### src/rtl/mem_arbiter_if.sv
// Fetch port, data port and shared memory port of mem_arbiter.
// slave = arbiter side; master = requesters plus memory side.
interface mem_arbiter_if;
  logic        if_req;
  logic [31:0] if_addr;
  logic        if_ready;
  logic [31:0] if_rdata;
  logic        if_err;

  logic        dm_req;
  logic        dm_we;
  logic [31:0] dm_addr;
  logic [31:0] dm_wdata;
  logic [3:0]  dm_be;
  logic        dm_ready;
  logic [31:0] dm_rdata;
  logic        dm_err;

  logic        mem_req;
  logic        mem_we;
  logic [31:0] mem_addr;
  logic [31:0] mem_wdata;
  logic [3:0]  mem_be;
  logic        mem_ack;
  logic [31:0] mem_rdata;

  logic        busy;

  modport slave (
    input  if_req, if_addr, dm_req, dm_we, dm_addr, dm_wdata, dm_be, mem_ack, mem_rdata,
    output if_ready, if_rdata, if_err, dm_ready, dm_rdata, dm_err,
    output mem_req, mem_we, mem_addr, mem_wdata, mem_be, busy
  );

  modport master (
    output if_req, if_addr, dm_req, dm_we, dm_addr, dm_wdata, dm_be, mem_ack, mem_rdata,
    input  if_ready, if_rdata, if_err, dm_ready, dm_rdata, dm_err,
    input  mem_req, mem_we, mem_addr, mem_wdata, mem_be, busy
  );
endinterface

### src/rtl/mem_arbiter.sv
// Fetch/data arbiter onto one memory port with per-access timeout abort.
// Define ARB_RR_EN for round-robin tie-break; otherwise data always wins ties.
module mem_arbiter #(
  parameter int unsigned TIMEOUT = 15
) (
  input logic          clk,
  input logic          rst,
  mem_arbiter_if.slave bus
);

  // states: IDLE grant | IF_ACC fetch on mem | DM_ACC data on mem | DONE one-cycle ready
  typedef enum logic [1:0] {S_IDLE, S_IF_ACC, S_DM_ACC, S_DONE} state_t;

  localparam logic [7:0] TMO_LAST = 8'(TIMEOUT - 1);

  state_t      r_state;
  state_t      w_next;
  logic        r_gnt_dm;
  logic        r_we;
  logic        r_err;
  logic [3:0]  r_be;
  logic [31:0] r_addr;
  logic [31:0] r_wdata;
  logic [31:0] r_if_rdata;
  logic [31:0] r_dm_rdata;
  logic [7:0]  r_tmo_cnt;

  logic        w_grant_dm;
  logic        w_grant_if;
  logic        w_start;
  logic        w_acc;
  logic        w_tmo_hit;
  logic        w_end;

`ifdef ARB_RR_EN
  logic r_last_dm;

  always_ff @(posedge clk or negedge rst) begin
    if (!rst) begin
      r_last_dm <= 1'b0;
    end else if (w_start) begin
      r_last_dm <= w_grant_dm;
    end
  end

  assign w_grant_dm = bus.dm_req && (!bus.if_req || !r_last_dm);
`else
  assign w_grant_dm = bus.dm_req;
`endif

  assign w_grant_if = bus.if_req && !w_grant_dm;
  assign w_start    = (r_state == S_IDLE) && (w_grant_dm || w_grant_if);
  assign w_acc      = (r_state == S_IF_ACC) || (r_state == S_DM_ACC);
  // an ack on the final allowed cycle still wins over the abort
  assign w_tmo_hit  = (r_tmo_cnt == TMO_LAST) && !bus.mem_ack;
  assign w_end      = w_acc && (bus.mem_ack || w_tmo_hit);

  always_ff @(posedge clk or negedge rst) begin
    if (!rst) begin
      r_state <= S_IDLE;
    end else begin
      r_state <= w_next;
    end
  end

  always_comb begin
    w_next = r_state;
    case (r_state)
      S_IDLE: begin
        if (w_grant_dm) begin
          w_next = S_DM_ACC;
        end else if (w_grant_if) begin
          w_next = S_IF_ACC;
        end
      end
      S_IF_ACC, S_DM_ACC: begin
        if (w_end) begin
          w_next = S_DONE;
        end
      end
      S_DONE:  w_next = S_IDLE;
      default: w_next = S_IDLE;
    endcase
  end

  always_comb begin
    bus.mem_req  = 1'b0;
    bus.if_ready = 1'b0;
    bus.if_err   = 1'b0;
    bus.dm_ready = 1'b0;
    bus.dm_err   = 1'b0;
    case (r_state)
      S_IF_ACC, S_DM_ACC: bus.mem_req = 1'b1;
      S_DONE: begin
        bus.if_ready = ~r_gnt_dm;
        bus.if_err   = ~r_gnt_dm & r_err;
        bus.dm_ready = r_gnt_dm;
        bus.dm_err   = r_gnt_dm & r_err;
      end
      default: ;
    endcase
  end

  assign bus.busy      = (r_state != S_IDLE);
  assign bus.mem_we    = r_we;
  assign bus.mem_be    = r_be;
  assign bus.mem_addr  = r_addr;
  assign bus.mem_wdata = r_wdata;
  assign bus.if_rdata  = r_if_rdata;
  assign bus.dm_rdata  = r_dm_rdata;

  always_ff @(posedge clk or negedge rst) begin
    if (!rst) begin
      r_gnt_dm   <= 1'b0;
      r_we       <= 1'b0;
      r_err      <= 1'b0;
      r_be       <= 4'h0;
      r_addr     <= 32'h0;
      r_wdata    <= 32'h0;
      r_if_rdata <= 32'h0;
      r_dm_rdata <= 32'h0;
      r_tmo_cnt  <= 8'h0;
    end else if (w_start) begin
      r_gnt_dm  <= w_grant_dm;
      r_we      <= w_grant_dm & bus.dm_we;
      r_be      <= w_grant_dm ? bus.dm_be    : 4'hF;
      r_addr    <= w_grant_dm ? bus.dm_addr  : bus.if_addr;
      r_wdata   <= w_grant_dm ? bus.dm_wdata : 32'h0;
      r_err     <= 1'b0;
      r_tmo_cnt <= 8'h0;
    end else if (w_acc) begin
      if (bus.mem_ack) begin
        r_err <= 1'b0;
        if (r_gnt_dm) begin
          r_dm_rdata <= r_we ? 32'h0 : bus.mem_rdata;
        end else begin
          r_if_rdata <= bus.mem_rdata;
        end
      end else begin
        r_tmo_cnt <= r_tmo_cnt + 8'd1;
        if (w_tmo_hit) begin
          r_err <= 1'b1;
          if (r_gnt_dm) begin
            r_dm_rdata <= 32'h0;
          end else begin
            r_if_rdata <= 32'h0;
          end
        end
      end
    end
  end

endmodule

### src/flat_wrapper.sv
// flat-port wrapper written by rule: the top's interface ports become plain ports
module mem_arbiter_flat 
#(
  parameter int unsigned TIMEOUT = 15
)
  (clk, rst, bus_if_req, bus_if_addr, bus_dm_req, bus_dm_we, bus_dm_addr, bus_dm_wdata, bus_dm_be, bus_mem_ack, bus_mem_rdata, bus_if_ready, bus_if_rdata, bus_if_err, bus_dm_ready, bus_dm_rdata, bus_dm_err, bus_mem_req, bus_mem_we, bus_mem_addr, bus_mem_wdata, bus_mem_be, bus_busy);
  mem_arbiter_if bus_i ();
  input logic clk;
  input logic rst;
  input wire logic [$bits(bus_i.if_req)-1:0] bus_if_req;
  input wire logic [$bits(bus_i.if_addr)-1:0] bus_if_addr;
  input wire logic [$bits(bus_i.dm_req)-1:0] bus_dm_req;
  input wire logic [$bits(bus_i.dm_we)-1:0] bus_dm_we;
  input wire logic [$bits(bus_i.dm_addr)-1:0] bus_dm_addr;
  input wire logic [$bits(bus_i.dm_wdata)-1:0] bus_dm_wdata;
  input wire logic [$bits(bus_i.dm_be)-1:0] bus_dm_be;
  input wire logic [$bits(bus_i.mem_ack)-1:0] bus_mem_ack;
  input wire logic [$bits(bus_i.mem_rdata)-1:0] bus_mem_rdata;
  output wire logic [$bits(bus_i.if_ready)-1:0] bus_if_ready;
  output wire logic [$bits(bus_i.if_rdata)-1:0] bus_if_rdata;
  output wire logic [$bits(bus_i.if_err)-1:0] bus_if_err;
  output wire logic [$bits(bus_i.dm_ready)-1:0] bus_dm_ready;
  output wire logic [$bits(bus_i.dm_rdata)-1:0] bus_dm_rdata;
  output wire logic [$bits(bus_i.dm_err)-1:0] bus_dm_err;
  output wire logic [$bits(bus_i.mem_req)-1:0] bus_mem_req;
  output wire logic [$bits(bus_i.mem_we)-1:0] bus_mem_we;
  output wire logic [$bits(bus_i.mem_addr)-1:0] bus_mem_addr;
  output wire logic [$bits(bus_i.mem_wdata)-1:0] bus_mem_wdata;
  output wire logic [$bits(bus_i.mem_be)-1:0] bus_mem_be;
  output wire logic [$bits(bus_i.busy)-1:0] bus_busy;
  assign bus_i.if_req = bus_if_req;
  assign bus_i.if_addr = bus_if_addr;
  assign bus_i.dm_req = bus_dm_req;
  assign bus_i.dm_we = bus_dm_we;
  assign bus_i.dm_addr = bus_dm_addr;
  assign bus_i.dm_wdata = bus_dm_wdata;
  assign bus_i.dm_be = bus_dm_be;
  assign bus_i.mem_ack = bus_mem_ack;
  assign bus_i.mem_rdata = bus_mem_rdata;
  assign bus_if_ready = bus_i.if_ready;
  assign bus_if_rdata = bus_i.if_rdata;
  assign bus_if_err = bus_i.if_err;
  assign bus_dm_ready = bus_i.dm_ready;
  assign bus_dm_rdata = bus_i.dm_rdata;
  assign bus_dm_err = bus_i.dm_err;
  assign bus_mem_req = bus_i.mem_req;
  assign bus_mem_we = bus_i.mem_we;
  assign bus_mem_addr = bus_i.mem_addr;
  assign bus_mem_wdata = bus_i.mem_wdata;
  assign bus_mem_be = bus_i.mem_be;
  assign bus_busy = bus_i.busy;
  mem_arbiter #(.TIMEOUT(TIMEOUT)) u_core (.clk(clk), .rst(rst), .bus(bus_i));
endmodule
### config.mk
export PLATFORM = sky130hd
export DESIGN_NAME = mem_arbiter_flat
export DESIGN_NICKNAME = d
export VERILOG_FILES = /design/src/rtl/mem_arbiter_if.sv /design/src/rtl/mem_arbiter.sv /design/src/flat_wrapper.sv
export SDC_FILE = /design/constraint.sdc
export NUM_CORES = 1
export LEC_CHECK = 0
export ABC_AREA = 1
export BUFFER_PORTS_ARGS = -buffer_cell sky130_fd_sc_hd__buf_2
export CAP_MARGIN = 20
export CELL_PAD_IN_SITES_DETAIL_PLACEMENT = 1
export CELL_PAD_IN_SITES_GLOBAL_PLACEMENT = 1
export CORE_ASPECT_RATIO = 1.1
export CORE_MARGIN = 2
export CORE_UTILIZATION = 30
export DETAILED_ROUTE_END_ITERATION = 16
export PLACE_DENSITY_LB_ADDON = 0.1
export SLEW_MARGIN = 20
export SYNTH_ARGS = -nofsm -noshare
export SYNTH_HDL_FRONTEND = slang
export SYNTH_SLANG_ARGS = --single-unit
### constraint.sdc
create_clock -name clk -period 2.3 [get_ports clk]
set_clock_uncertainty 0.1 [all_clocks]
set_input_delay 0.46 -clock clk [delete_from_list [all_inputs] [get_ports clk]]
set_output_delay 0.46 -clock clk [all_outputs]
set_load 0.005 [all_outputs]
Word-level counts from Yosys, hierarchy flattened
Cells that the tools add are included.
{"block": "word_totals", "output_inout_bits": 139, "reg_bits": 145, "word_cells": 71, "inputBits": 138}
{"block": "op_classes", "eq_ne": 7, "addsub": 1, "mux": 28, "n_reduce_logical": 20, "bitwise_logic": 5}
{"op": "$mux 32", "count": 11}
{"op": "$mux 8", "count": 3}
{"op": "$mux 1", "count": 9}
{"op": "$add 8x1->8 const B", "count": 1}
{"op": "$eq 8x4->1 const B", "count": 1}
{"op": "$reduce_and 4->1", "count": 2}
{"op": "$mux 2", "count": 3}
{"op": "$pmux 2 s3", "count": 1}
{"op": "$reduce_and 2->1", "count": 3}
{"op": "$reduce_bool 2->1", "count": 3}
{"op": "$eq 2x2->1 const B", "count": 2}
{"op": "$logic_and 1x1->1", "count": 4}
{"op": "$mux 4", "count": 1}
{"op": "$ne 2x1->1 const B", "count": 2}
{"op": "$and 1x1->1", "count": 3}
{"op": "$logic_or 1x1->1", "count": 3}
{"op": "$ne 3x2->1 const B", "count": 1}
{"op": "$reduce_bool 3->1", "count": 1}
{"op": "$eq 2x1->1 const B", "count": 1}
{"op": "$logic_not 1->1", "count": 2}
{"op": "$logic_not 2->1", "count": 1}
{"op": "$not 1->1", "count": 2}
{"op": "$reduce_or 2->1", "count": 1}

Depth between registers and ports, before layout
{"block": "logic_depth", "word_depth": 6, "mapped_depth": 10, "mapped_depth_nobuf": 9}

Least setup slack after synthesis
OpenSTA, ideal clock, no wires.
{"block": "synth_path", "kind": "register to register", "startpoint": "register u_core.r_state[0]", "endpoint": "register u_core.r_if_rdata[0] (netlist: u_core.bus.if_rdata[0])", "required_time_ns": 2.083, "stages_incl_launch_ff": 9, "arrival_ns": 1.438, "slack_ns": 0.645, "synth_period_minus_slack_ns": 1.655, "setup_ns": 0.117, "path_buffers": 1, "path_cell_list": "dfrtp_1 -> inv_1 -> ha_1 -> inv_2 -> nor2_2 -> nand3_1 -> buf_2 -> nand2_1 -> nand2_1"}
{"block": "synth_between", "elab_chain_cells": 4, "word_cells_on_any_way": 7, "classes_between": "eq/ne: 2; bitwise: 1; reduce/logical: 4"}
{"element": "start, declared", "line_no": "mem_arbiter.sv:16", "rtl": "state_t r_state;"}
{"element": "start signal, assigned", "line_no": "mem_arbiter.sv:62", "rtl": "r_state <= w_next;"}
{"element": "$logic_not 2->1", "line_no": "mem_arbiter.sv:52", "rtl": "assign w_start = (r_state == S_IDLE) && (w_grant_dm || w_grant_if);"}
{"element": "$logic_and 1x1->1", "line_no": "mem_arbiter.sv:52"}
{"element": "$not 1->1 (no source line)"}
{"element": "$reduce_and 4->1 (no source line) (*)"}
{"element": "end signal, assigned", "line_no": "mem_arbiter.sv:137", "rtl": "r_if_rdata <= bus.mem_rdata;"}
{"element": "end, declared", "line_no": "mem_arbiter.sv:24", "rtl": "logic [31:0] r_if_rdata;"}
Mark *: on every way between the ends. The rest lies on a longest branch, timed or not.
A chain may end at the register's enable or synchronous reset.

Worst setup path after layout
{"block": "layout_path", "startpoint": "register u_core.r_state[0]", "endpoint": "output port bus_mem_req"}
{"block": "layout_between", "elab_chain_cells": 3, "word_cells_on_any_way": 4, "classes_between": "eq/ne: 2; mux: 1; reduce/logical: 1"}
{"element": "$eq 2x2->1 or $eq 2x1->1 (tied branches)", "line_no": "mem_arbiter.sv:92", "rtl": "case (r_state)"}
{"element": "$reduce_or 2->1 (*)", "line_no": "mem_arbiter.sv:92"}
{"element": "$mux 1 (*)", "line_no": "mem_arbiter.sv:92"}
{"element": "end, declared", "line_no": "flat_wrapper.sv:25", "rtl": "output wire logic [$bits(bus_i.mem_req)-1:0] bus_mem_req;"}
Marked as above.

==> impl_metrics.csv <==
group,metric,value,unit
cells_and_area,utilization,0.414,
cts,clock_latency,0.42,ns
die,rows,56,
global_route,grt_pass1_wl,33700,um
drt,vias_per_cell,4.62,
placed_design,routabilityCongestion,0.742,
sta,hold_viol_final,0,
setup_path,end_kind,"primary output",
setup_path,crit_required,1.74,ns
power_and_ir_drop,p_per_area,1260,nW/um2
cts,postCtsSetupBuffers,0,
min_path,min_path_type,"in -> reg",
cts,numCtsBuffers,17,
global_route,gr-total-overflow,0,
placed_design,dp_slack,0.424,ns
setup_path,worst-setup-path-type,"reg -> out",
sta,slew_viol_final,0,
global_route,grtUsageTotal,0.192,
sta,worstMarginPinSlew,0.515,ns
setup_path,startpoint_type,"flop",
drt,num_vias,6127,
setup_path,worst-path-stages,3,
setup_path,critPathLaunch,"u_core.r_state[0]",
drt,drt_iter0_markers,182,
drt,drc,0,
setup_path,r2r_slack,0.40,ns
global_route,grt_max_degree,71,
placed_design,port_buffers,276,
die,io_pins,277,
synthesis,yosysUniqueCellTypes,26,
synthesis,synth_area,6500,um2
cells_and_area,area_growth,35.5,%
setup_path,path_buf_inv,2,
setup_path,crit_path_top_delay_cell,"ha_1",
sta,worst_hold_slack,0.146,ns
drt,drt-total-wl,21800,um
sta,setup_viol_count_final,0,
die,design.core.area,21300,um2
cells_and_area,multi_input_area,2390,um2
die,dieWidth,144,um
drt,ant_nets,0,
setup_path,crit_family,"adder cells",
sta,slew_headroom,0.657,
sta,timing.final.crit_share,0.864,
synthesis,yosysWarnings,0,
setup_path,slowest_delay,0.40,ns
setup_path,path_cells,"inv_1 -> ha_1 -> buf_2",
die,die_area,22900,um2
cts,clock-sinks,145,
sta,fin_ws,0.313,ns
die,fp.dieH,158,um
drt,drt_first_pass_iters,5,
cts,clock_path_buffers,2,
cells_and_area,nets,1164,
cells_and_area,regArea,3630,um2
setup_path,r2r_cells,8,
die,start_util,0.305,
sta,setup_tns,0,ns
setup_path,rr_startpoint,"u_core.r_state[0]",
global_route,antenna_found_initial,2,
power_and_ir_drop,total_power,0.0111,W
setup_path,path_max_fanout,6,
cts,clk_pin_slew_worst_paths,0.07,ns
run_status,outcome,"finished clean",
setup_path,crit_arrival,1.43,ns
sta,fin_crit,1.99,ns
synthesis,syn_inst,756,
synthesis,avgSynthCellArea,8.60,um2
cts,htree_levels,4,
sta,rsz0062_at_grt,"no",
synthesis,ys_ff_latch,145,
setup_path,reg2reg_to,"u_core.bus.mem_addr[11]",
cts,root_buffer,"clkbuf_16",
power_and_ir_drop,ir_drop,587,uV
global_route,grt_pass1_vias,6179,
sta,fmax,0.503,GHz
synthesis,yosysSeqAreaShare,0.558,
synthesis,synth.net_count,899,
cells_and_area,fillers,2649,
power_and_ir_drop,power_leakage,5.01,nW
cells_and_area,drive_above_1_share,0.325,
setup_path,crit_end,"bus_mem_req",
drt,wire_per_inst,16.5,um
job,max_cap_viol_count,0,
placed_design,hpwl,15600,um
cts,cts_tree,"built",
==> cell usage in the layout (no fill, tap or decap), drive strengths merged <==
cell,n
bufinv,1
clkinv,1
inv,63
clkbuf,18
dlygate4sd3,1
a31oi,32
a21oi,3
nand4,34
nor2,79
a22o,33
clkinvlp,4
dfrtp,145
nand3,45
buf,297
o31ai,1
nor3,1
diode,1
o22a,4
nand2,260
ha,5
o21ai,7
==> area by class of cell <==
| class | count | area share |
|---|---|---|
| sequential | 145 | 0.412 |
| antenna | 1 | 0.000284 |
| clock inverter | 14 | 0.0166 |
| clock buffer | 18 | 0.0487 |
| multi-input combinational | 504 | 0.272 |
| timing repair buffer | 298 | 0.186 |
| inverter | 55 | 0.0234 |
| tap | 290 | 0.0412 |
==> power breakdown <==
| group | total (W) | switching, W | internal [W] |
|---|---|---|---|
| Sequential | 0.00412 | 0.000557 | 0.00356 |
| Combinational | 0.00422 | 0.00249 | 0.00173 |
| Clock | 0.00276 | 0.00123 | 0.00153 |
| Total | 0.0111 | 0.00427 | 0.00682 |
==> cells by family after synthesis <==
logic type | synth area share
AOI/OAI and AO/OA | 0.0912
adders and majority gates | 0.00962
buffers and inverters | 0.0742
DFF | 0.558
and+or+nand+nor | 0.267
==> how the worst min path moves through the flow <==
stage / slack, ns / to / start / cells past startpoint
detailed placement: 0.36 / u_core.bus.if_rdata[13] / rst / 1
CTS: 0.13 / u_core.bus.mem_wdata[22] / bus_dm_wdata[22] / 2
global placement: 0.35 / u_core.bus.if_rdata[13] / rst / 1
finish: 0.15 / u_core.bus.mem_wdata[13] / bus_dm_wdata[13] / 2
global route: 0.13 / u_core.bus.mem_wdata[24] / bus_dm_wdata[24] / 2
floorplan: 0.06 / u_core.bus.dm_rdata[0] / rst / 0
==> state kept, by name, summed over array words and instances, names as in the netlist <==
| name | count |
|---|---|
| u_core.bus.dm_rdata | 32 |
| u_core.bus.if_rdata | 32 |
| u_core.bus.mem_addr | 32 |
| u_core.bus.mem_wdata | 32 |
| u_core.r_tmo_cnt | 8 |
| u_core.bus.mem_be | 4 |
| u_core.r_state | 2 |
| u_core.bus.mem_we | 1 |
| u_core.r_err | 1 |
| u_core.r_gnt_dm | 1 |
==> per-layer routing <==
metal,share of wire,vias up,track usage
met5,0.00050,-,0
li1,-,2982,-
met2,0.48,182,0.311
met1,0.43,2938,0.241
met3,0.077,23,0.0653
met4,0.014,2,0.0596
==> cell usage after synthesis (all sizes together) <==
cell type	instances	share of area
nor3	1	0.00077
nand2	260	0.15
a31oi	32	0.031
dfrtp	145	0.56
nand4	34	0.033
a21oi	3	0.0023
clkbuf	20	0.012
buf	32	0.031
inv	55	0.032
o22a	4	0.0054
o31ai	1	0.0012
nand3	45	0.035
a22o	33	0.044
nor2	79	0.047
o21ai	7	0.0071
ha	5	0.0096
==> stage by stage <==
stage,instance area (um2),instances
2_1_floorplan,6500,756
6_report,8810,1325
5_1_grt,8810,1325
3_5_place_dp,8220,1291
3_3_place_gp,8220,1291
4_1_cts,8810,1324
==> what timing repair did <==
action | CTS | global route
hold endpoints to repair | 43 | 0
gates resized for setup | 0 | 0
hold buffers | 1 | 0
(Power assumes the default switching activity.)
